==> config.mk <==
export PLATFORM = sky130hd
export DESIGN_NAME = vga_scan_out
export DESIGN_NICKNAME = d
export VERILOG_FILES = /design/src/rtl/vga_scan_out.sv
export SDC_FILE = /design/constraint.sdc
export NUM_CORES = 1
export LEC_CHECK = 0
export CORE_MARGIN = 2
export CORE_UTILIZATION = 55
export DETAILED_ROUTE_END_ITERATION = 8
export GPL_TIMING_DRIVEN = 0
export MAX_ROUTING_LAYER = met4
export PLACE_DENSITY = 0.9
export SETUP_SLACK_MARGIN = 0.4
export SKIP_CTS_REPAIR_TIMING = 1
export SYNTH_ARGS = -nofsm -noshare
export SYNTH_HDL_FRONTEND = slang
export SYNTH_SLANG_ARGS = --single-unit
==> constraint.sdc <==
create_clock -name clk -period 5.8 [get_ports clk]
set_input_delay 0.87 -clock clk [delete_from_list [all_inputs] [get_ports clk]]
set_output_delay 0.87 -clock clk [all_outputs]
set_load 0.01 [all_outputs]
==> src/rtl/vga_scan_out.sv <==
// vga_scan_out: VGA scan-out stage for a 12-bit (4:4:4) colour path.
// It generates raster timing from the system clock using a CLK_DIV tick divider. It requests
// active pixels by coordinate and samples the returned colour RD_LAT ticks later. The active,
// sync and border flags are delayed so they stay aligned with that colour.
//
// Optional feature: define VGA_BORDER_EN to force the outermost active ring to 0xFFF.
//
// Ports:
//   clk          system clock
//   rst_n        synchronous active-low reset
//   rgb_in       colour {R,G,B} for the pixel requested RD_LAT ticks earlier
//   pix_req      one-clk pulse when (pix_x,pix_y) is a newly requested active pixel
//   pix_x/pix_y  requested coordinate; holds the last active value during blanking
//   vga_r/g/b    registered colour, zero outside the active area
//   hsync/vsync  active-low syncs, aligned with the colour
//   frame_start  one-clk pulse on the tick at raster position (0,0)
module vga_scan_out #(
    parameter int unsigned CLK_DIV  = 4,
    parameter int unsigned RD_LAT   = 1,
    parameter int unsigned H_ACTIVE = 640,
    parameter int unsigned H_FP     = 16,
    parameter int unsigned H_SYNC   = 96,
    parameter int unsigned H_BP     = 48,
    parameter int unsigned V_ACTIVE = 480,
    parameter int unsigned V_FP     = 10,
    parameter int unsigned V_SYNC   = 2,
    parameter int unsigned V_BP     = 33
) (
    input  logic        clk,
    input  logic        rst_n,
    input  logic [11:0] rgb_in,
    output logic        pix_req,
    output logic [9:0]  pix_x,
    output logic [9:0]  pix_y,
    output logic [3:0]  vga_r,
    output logic [3:0]  vga_g,
    output logic [3:0]  vga_b,
    output logic        hsync,
    output logic        vsync,
    output logic        frame_start
);

    localparam int unsigned HTotal = H_ACTIVE + H_FP + H_SYNC + H_BP;
    localparam int unsigned VTotal = V_ACTIVE + V_FP + V_SYNC + V_BP;

    localparam logic [2:0] DivLast  = 3'(CLK_DIV - 1);
    localparam logic [9:0] HLast    = 10'(HTotal - 1);
    localparam logic [9:0] VLast    = 10'(VTotal - 1);
    localparam logic [9:0] HAct     = 10'(H_ACTIVE);
    localparam logic [9:0] VAct     = 10'(V_ACTIVE);
    localparam logic [9:0] HSyncBeg = 10'(H_ACTIVE + H_FP);
    localparam logic [9:0] HSyncEnd = 10'(H_ACTIVE + H_FP + H_SYNC);
    localparam logic [9:0] VSyncBeg = 10'(V_ACTIVE + V_FP);
    localparam logic [9:0] VSyncEnd = 10'(V_ACTIVE + V_FP + V_SYNC);

    logic [2:0]  div_q, div_d;
    logic        tick;
    logic [9:0]  h_q, h_d, v_q, v_d;
    logic        active_now, hs_now, vs_now;

    logic        pix_req_q, pix_req_d, fs_q, fs_d;
    logic [9:0]  pix_x_q, pix_x_d, pix_y_q, pix_y_d;

    // Stage 0 is aligned with the request registers; stage RD_LAT is aligned with rgb_in.
    logic [RD_LAT:0] act_pipe_q, act_pipe_d;
    logic [RD_LAT:0] hs_pipe_q, hs_pipe_d;
    logic [RD_LAT:0] vs_pipe_q, vs_pipe_d;

    logic [11:0] rgb_q, rgb_d, colour_src;
    logic        hsync_q, hsync_d, vsync_q, vsync_d;

    // Divider and raster counters
    always_comb begin
        tick  = (div_q == DivLast);
        div_d = tick ? 3'd0 : div_q + 3'd1;
        h_d   = h_q;
        v_d   = v_q;
        if (tick) begin
            if (h_q == HLast) begin
                h_d = 10'd0;
                v_d = (v_q == VLast) ? 10'd0 : v_q + 10'd1;
            end else begin
                h_d = h_q + 10'd1;
            end
        end
    end

    always_comb begin
        active_now = (h_q < HAct) && (v_q < VAct);
        hs_now     = !((h_q >= HSyncBeg) && (h_q < HSyncEnd));
        vs_now     = !((v_q >= VSyncBeg) && (v_q < VSyncEnd));
    end

    // Request stage: pulses last one clk because they are cleared on non-tick clocks.
    always_comb begin
        pix_req_d = tick && active_now;
        fs_d      = tick && (h_q == 10'd0) && (v_q == 10'd0);
        pix_x_d   = pix_req_d ? h_q : pix_x_q;
        pix_y_d   = pix_req_d ? v_q : pix_y_q;
    end

    always_comb begin
        act_pipe_d = act_pipe_q;
        hs_pipe_d  = hs_pipe_q;
        vs_pipe_d  = vs_pipe_q;
        if (tick) begin
            act_pipe_d[0] = active_now;
            hs_pipe_d[0]  = hs_now;
            vs_pipe_d[0]  = vs_now;
            for (int i = 1; i <= int'(RD_LAT); i++) begin
                act_pipe_d[i] = act_pipe_q[i-1];
                hs_pipe_d[i]  = hs_pipe_q[i-1];
                vs_pipe_d[i]  = vs_pipe_q[i-1];
            end
        end
    end

`ifdef VGA_BORDER_EN
    logic            border_now;
    logic [RD_LAT:0] bd_pipe_q, bd_pipe_d;

    always_comb begin
        border_now = (h_q == 10'd0) || (h_q == HAct - 10'd1) ||
                     (v_q == 10'd0) || (v_q == VAct - 10'd1);
        bd_pipe_d  = bd_pipe_q;
        if (tick) begin
            bd_pipe_d[0] = border_now;
            for (int i = 1; i <= int'(RD_LAT); i++) begin
                bd_pipe_d[i] = bd_pipe_q[i-1];
            end
        end
    end

    always_ff @(posedge clk) begin
        if (!rst_n) bd_pipe_q <= '0;
        else        bd_pipe_q <= bd_pipe_d;
    end

    assign colour_src = bd_pipe_q[RD_LAT] ? 12'hFFF : rgb_in;
`else
    assign colour_src = rgb_in;
`endif

    // Output register: rgb_in is only looked at on a tick.
    always_comb begin
        rgb_d   = rgb_q;
        hsync_d = hsync_q;
        vsync_d = vsync_q;
        if (tick) begin
            rgb_d   = act_pipe_q[RD_LAT] ? colour_src : 12'h000;
            hsync_d = hs_pipe_q[RD_LAT];
            vsync_d = vs_pipe_q[RD_LAT];
        end
    end

    always_ff @(posedge clk) begin
        if (!rst_n) begin
            div_q      <= 3'd0;
            h_q        <= 10'd0;
            v_q        <= 10'd0;
            pix_req_q  <= 1'b0;
            fs_q       <= 1'b0;
            pix_x_q    <= 10'd0;
            pix_y_q    <= 10'd0;
            act_pipe_q <= '0;
            hs_pipe_q  <= '1;
            vs_pipe_q  <= '1;
            rgb_q      <= 12'h000;
            hsync_q    <= 1'b1;
            vsync_q    <= 1'b1;
        end else begin
            div_q      <= div_d;
            h_q        <= h_d;
            v_q        <= v_d;
            pix_req_q  <= pix_req_d;
            fs_q       <= fs_d;
            pix_x_q    <= pix_x_d;
            pix_y_q    <= pix_y_d;
            act_pipe_q <= act_pipe_d;
            hs_pipe_q  <= hs_pipe_d;
            vs_pipe_q  <= vs_pipe_d;
            rgb_q      <= rgb_d;
            hsync_q    <= hsync_d;
            vsync_q    <= vsync_d;
        end
    end

    assign pix_req     = pix_req_q;
    assign pix_x       = pix_x_q;
    assign pix_y       = pix_y_q;
    assign frame_start = fs_q;
    assign vga_r       = rgb_q[11:8];
    assign vga_g       = rgb_q[7:4];
    assign vga_b       = rgb_q[3:0];
    assign hsync       = hsync_q;
    assign vsync       = vsync_q;

endmodule

### Word level (Yosys, flattened, before mapping)

Cells that the tools add are included.
W data, S select, Z words.

* bits in registers: 65
* bits of input ports: 14
* output and inout bits: 36
* logic and storage cells: 41

* add/sub/neg operators: 3
* $lt $le $gt $ge: 6
* eq/ne operators: 3
* mux-type cells: 3
* bitwise logic cells: 1
* reduce and logical (&&, ||, !) cells: 12

Operators by type and width (number)
* $add A10 B1 Y10 const B: 2
* $eq A10 B10 Y1 const B: 2
* $logic_not A10 Y1: 2
* $lt A10 B10 Y1 const B: 2
* $lt A10 B9 Y1 const B: 2
* $mux W10: 2
* $mux W12: 1
* $ge A10 B10 Y1 const B: 1
* $ge A10 B9 Y1 const B: 1
* $logic_and A1 B1 Y1: 6
* $add A3 B1 Y3 const B: 1
* $eq A3 B2 Y1 const B: 1
* $logic_not A1 Y1: 2
* $reduce_and A2 Y1: 1
* $reduce_or A2 Y1: 1
* $not A1 Y1: 1

### Longest topological paths before layout

* depth in word-level cells: 3
* gate-level depth with buffers: 8
* depth with buffers taken out: 6

### Worst setup path before layout

Ideal clock, no wire load.

* path kind: register to register
* start: reg div_q[0]
* end: reg hs_pipe_q[0]
* setup time: 129 ps
* arrival: 1864 ps
* required time: 5671 ps
* path slack: 3806 ps
* cell stages (with the launch flop): 9
* buffers on the path: 3
* clock period less this slack: 1994 ps
* path through: dfxtp_1 ha_1 ha_1 clkbuf_1 clkbuf_1 buf_2 nand4b_1 o32ai_1 nand2_1

* word-level cells in the longest chain between the ends: 1

Ends and longest elaborated chain
* start, declared: RTL line 56 `logic [2:0] div_q, div_d;`
* start signal, assigned: RTL line 172 `div_q <= div_d;`
* $eq A3 B2 Y1: RTL line 74 `tick = (div_q == DivLast);`
* end signal, assigned: RTL line 180 `hs_pipe_q <= hs_pipe_d;`
* end, declared: RTL line 66 `logic [RD_LAT:0] hs_pipe_q, hs_pipe_d;`

No other way between the ends.
A chain may end at the register's enable or synchronous reset.

### Worst setup path after layout

Ends and elaborated chain as after synthesis.

==> out/results.txt <==
P&R area growth vs syn -> 27.6%
Largest net degree at the start of global routing -> 11
Arr. time, crit path -> 2.71 ns
Worst slew pin tran -> 0.871 ns
Area of the multi-input gates -> 1330 µm²
Internal -> 678 µW
Pre-antenna DRT Iters -> 5
CP delay by family, top -> buffers and inverters
Gate power share -> 5.8%
Leading area contributor after synthesis -> dfxtp_1
Synth Warn # -> 0
Remaining DRCs -> 0
Setup ws final -> 3.30 ns
Status -> completed
Residual overflow from global routing -> 0
Clock buffer count from CTS -> 9
Port bufs -> 49
HPWL Detailed -> 4560 µm
Leakage -> 0.00127 µW
Worst hold stages -> 1
Worst path depth -> 8
Ys flop type -> dfxtp_1
Complex-gate fraction of the synthesized area -> 11.8%
CTS clk-pin slew, worst paths -> 0.06 ns
Top Ports -> 50
Worst path cell trace -> ha_1, ha_1, clkbuf_1, clkbuf_1, buf_2, nand4b_1, o32ai_1, nand2_1
Root Buffer -> clkbuf_8
RSZ-0062 raised after global routing -> false
Layout fillers -> 334
Die Wd -> 74.7 µm
Max-slew violations -> 0
Core area -> 4790 µm²
Total Wirelength -> 6440 µm
Pwr/cell area -> 249 nW/µm²
Row cnt -> 25
Worst vdd ir -> 158 µV
Share of cells above drive strength 1 -> 8.00%
Sw Ratio -> 22.3%
WP data required -> 6.01 ns
Vias in the first global route -> 2266
Period utilisation layout -> 43.1%
CP max stage cell -> clkbuf_1
# H-tree levels -> 3
Worst hold path class -> reg2reg
Total power -> 873 µW
Worst r2r path cells -> 8
Post-synthesis simple-gate area fraction -> 28.5%
Worst path max stage delay -> 0.46 ns
Via count -> 2456
Gp weighted congestion -> 0.974
Crit Path Class -> reg2reg
Final hold viol count -> 0
Synthesized cell area -> 2750 µm²
Fin nets -> 392
Setup crit start kind -> flop
Final setup fails -> 0
Routed wire per std cell -> 14.6 µm
Unique masters post-synth -> 44
Highest clock rate -> 0.400 GHz
Setup_tns -> 0 ns
Min Tclk post-route -> 2.50 ns
All-layer global routing usage -> 26.0%
Psw -> 195 µW
Largest family of logic cells by synthesized area -> simple AND/OR/NAND/NOR gates
Adder-Cell Fraction of Synth Area -> 2.73%
FFs w/ async S/R, synth -> 0%
Clock power frac -> 42.1%
Syn Inst Count -> 312
Post-synth top cells -> dfxtp_1 (65), nand2_1 (32), nor2b_1 (27)
Rel. slew slack -> 41.5%
Sink Count -> 65
Most frequent cell after synthesis -> dfxtp_1
Mapped Nets -> 332
Dpl ws -> 3.18 ns
Top-area cell type share of the netlist area -> 47.4%
DRT iter0 DRCs -> 209
Crit-path max FO -> 10
Register area -> 1300 µm²
EDFF count, synth -> 0
CP bufs+invs -> 3
Clock skew -> 0.00826 ns
Max clock buf depth -> 2
Antenna violations before repair -> 0
Die footprint -> 5580 µm²
Largest cells by area after synthesis -> dfxtp_1 (47%), nor2b_1 (6.1%), nand3_1 (4.6%)
First-pass GRT wire length -> 10500 µm
Sequential share of the synthesized area -> 47.4%
Clock Latency Late Sink -> 0.35 ns
Sequential Power Share -> 52.1%
FF+latch count, synth -> 65
Initial Util -> 57.4%
CTS tree -> built
Antenna diode count -> 0
Worst setup EP type -> flop
Vias per inst -> 5.56
Post-Synth XOR/XNOR Area -> 3.51%
Post-route ant nets -> 0
Post-synthesis mux area share -> 1.82%
Die span in y -> 74.7 µm
Max Cap Violations -> 0
Avg Synthesized Cell Area -> 8.81 µm²
metal layers:
| metal | vias up | track usage (%) | wire length, µm | part of all wire [%] |
|---|---|---|---|---|
| met5 | - | - | 0 | 0 |
| met4 | 0 | 10.7 | 130 | 2.0 |
| met2 | 91 | 40.1 | 3040 | 47 |
| li1 | 1193 | - | - | - |
| met1 | 1158 | 31.6 | 2770 | 43 |
| met3 | 14 | 8.17 | 500 | 7.8 |
area by class of cell:
cell class              instances  share of cell area, %
plain buffers                  21                   2.50
clock inverters                 4                   1.29
clock buffers                  10                   3.93
multi-input cells             218                   37.9
flip-flops and latches         65                   37.1
inverters                       8                  0.857
repair buffers                 49                   14.0
well taps                      67                   2.39
power groups by stage:
stage | combinational (µW) | sequential (µW) | clock (µW)
after floorplan | 27.6 | 465 | 0
after global placement | 49.0 | 465 | 0
after detailed placement | 50.2 | 465 | 0
after CTS | 50.4 | 455 | 369
after global routing | 56.2 | 455 | 390
final | 50.5 | 455 | 367
registers in the layout (all words and copies together), names as in the netlist:
name / count
act_pipe_q: 2
div_q: 3
frame_start: 1
h_q: 10
hs_pipe_q: 2
hsync: 1
pix_req: 1
pix_x: 10
pix_y: 10
rgb_q: 12
v_q: 10
vs_pipe_q: 2
vsync: 1
worst reg2reg max path, cell delays in order (launching register included):
cell	delay (ns)
dfxtp_1	0.33
ha_1	0.14
ha_1	0.25
clkbuf_1	0.38
clkbuf_1	0.46
buf_2	0.36
nand4b_1	0.14
o32ai_1	0.23
nand2_1	0.07
cells by family after synthesis:
kind of cell             after synthesis
multiplexers                           5
AND/OR/NAND/NOR                      142
flip-flops                            65
buffers and inverters                 29
XOR/XNOR                              11
AO/OA/AOI/OAI                         54
adder cells (fa/ha/maj)                6
through the flow:
stage | hold slack, ns | utilization (%) | std cells | cell area, µm²
floorplan | 0.399 | - | 312 | 2750
global placement | 0.408 | 69.4 | 428 | 3320
detailed placement | 0.413 | 69.4 | 428 | 3320
CTS | 0.422 | 73.2 | 442 | 3500
global route | 0.444 | 73.2 | 442 | 3500
finish | 0.417 | 73.2 | 442 | 3500
placed cells by master (no fill, tap or decap), types with 5 or more instances in the layout:
| cell | count |
|---|---|
| nand2_1 | 32 |
| clkdlybuf4s50_1 | 49 |
| dfxtp_1 | 65 |
| xnor2_1 | 6 |
| xor2_1 | 5 |
| nand2b_1 | 5 |
| o21ai_0 | 19 |
| nand3_1 | 25 |
| a21oi_1 | 18 |
| and2_1 | 6 |
| inv_1 | 8 |
| clkbuf_8 | 10 |
| mux2i_1 | 5 |
| clkbuf_1 | 13 |
| nor2b_1 | 27 |
| nor2_1 | 17 |
| ha_1 | 6 |
| buf_2 | 7 |
final timing paths:
check,startpoint,to,slack [ns]
max,div_q[0],hs_pipe_q[0],3.30
min,div_q[0],div_q[0],0.42
max reg2reg,div_q[0],hs_pipe_q[0],3.30
min reg2reg,div_q[0],div_q[0],0.42
No activity file was read; power rests on OpenSTA's default activity.
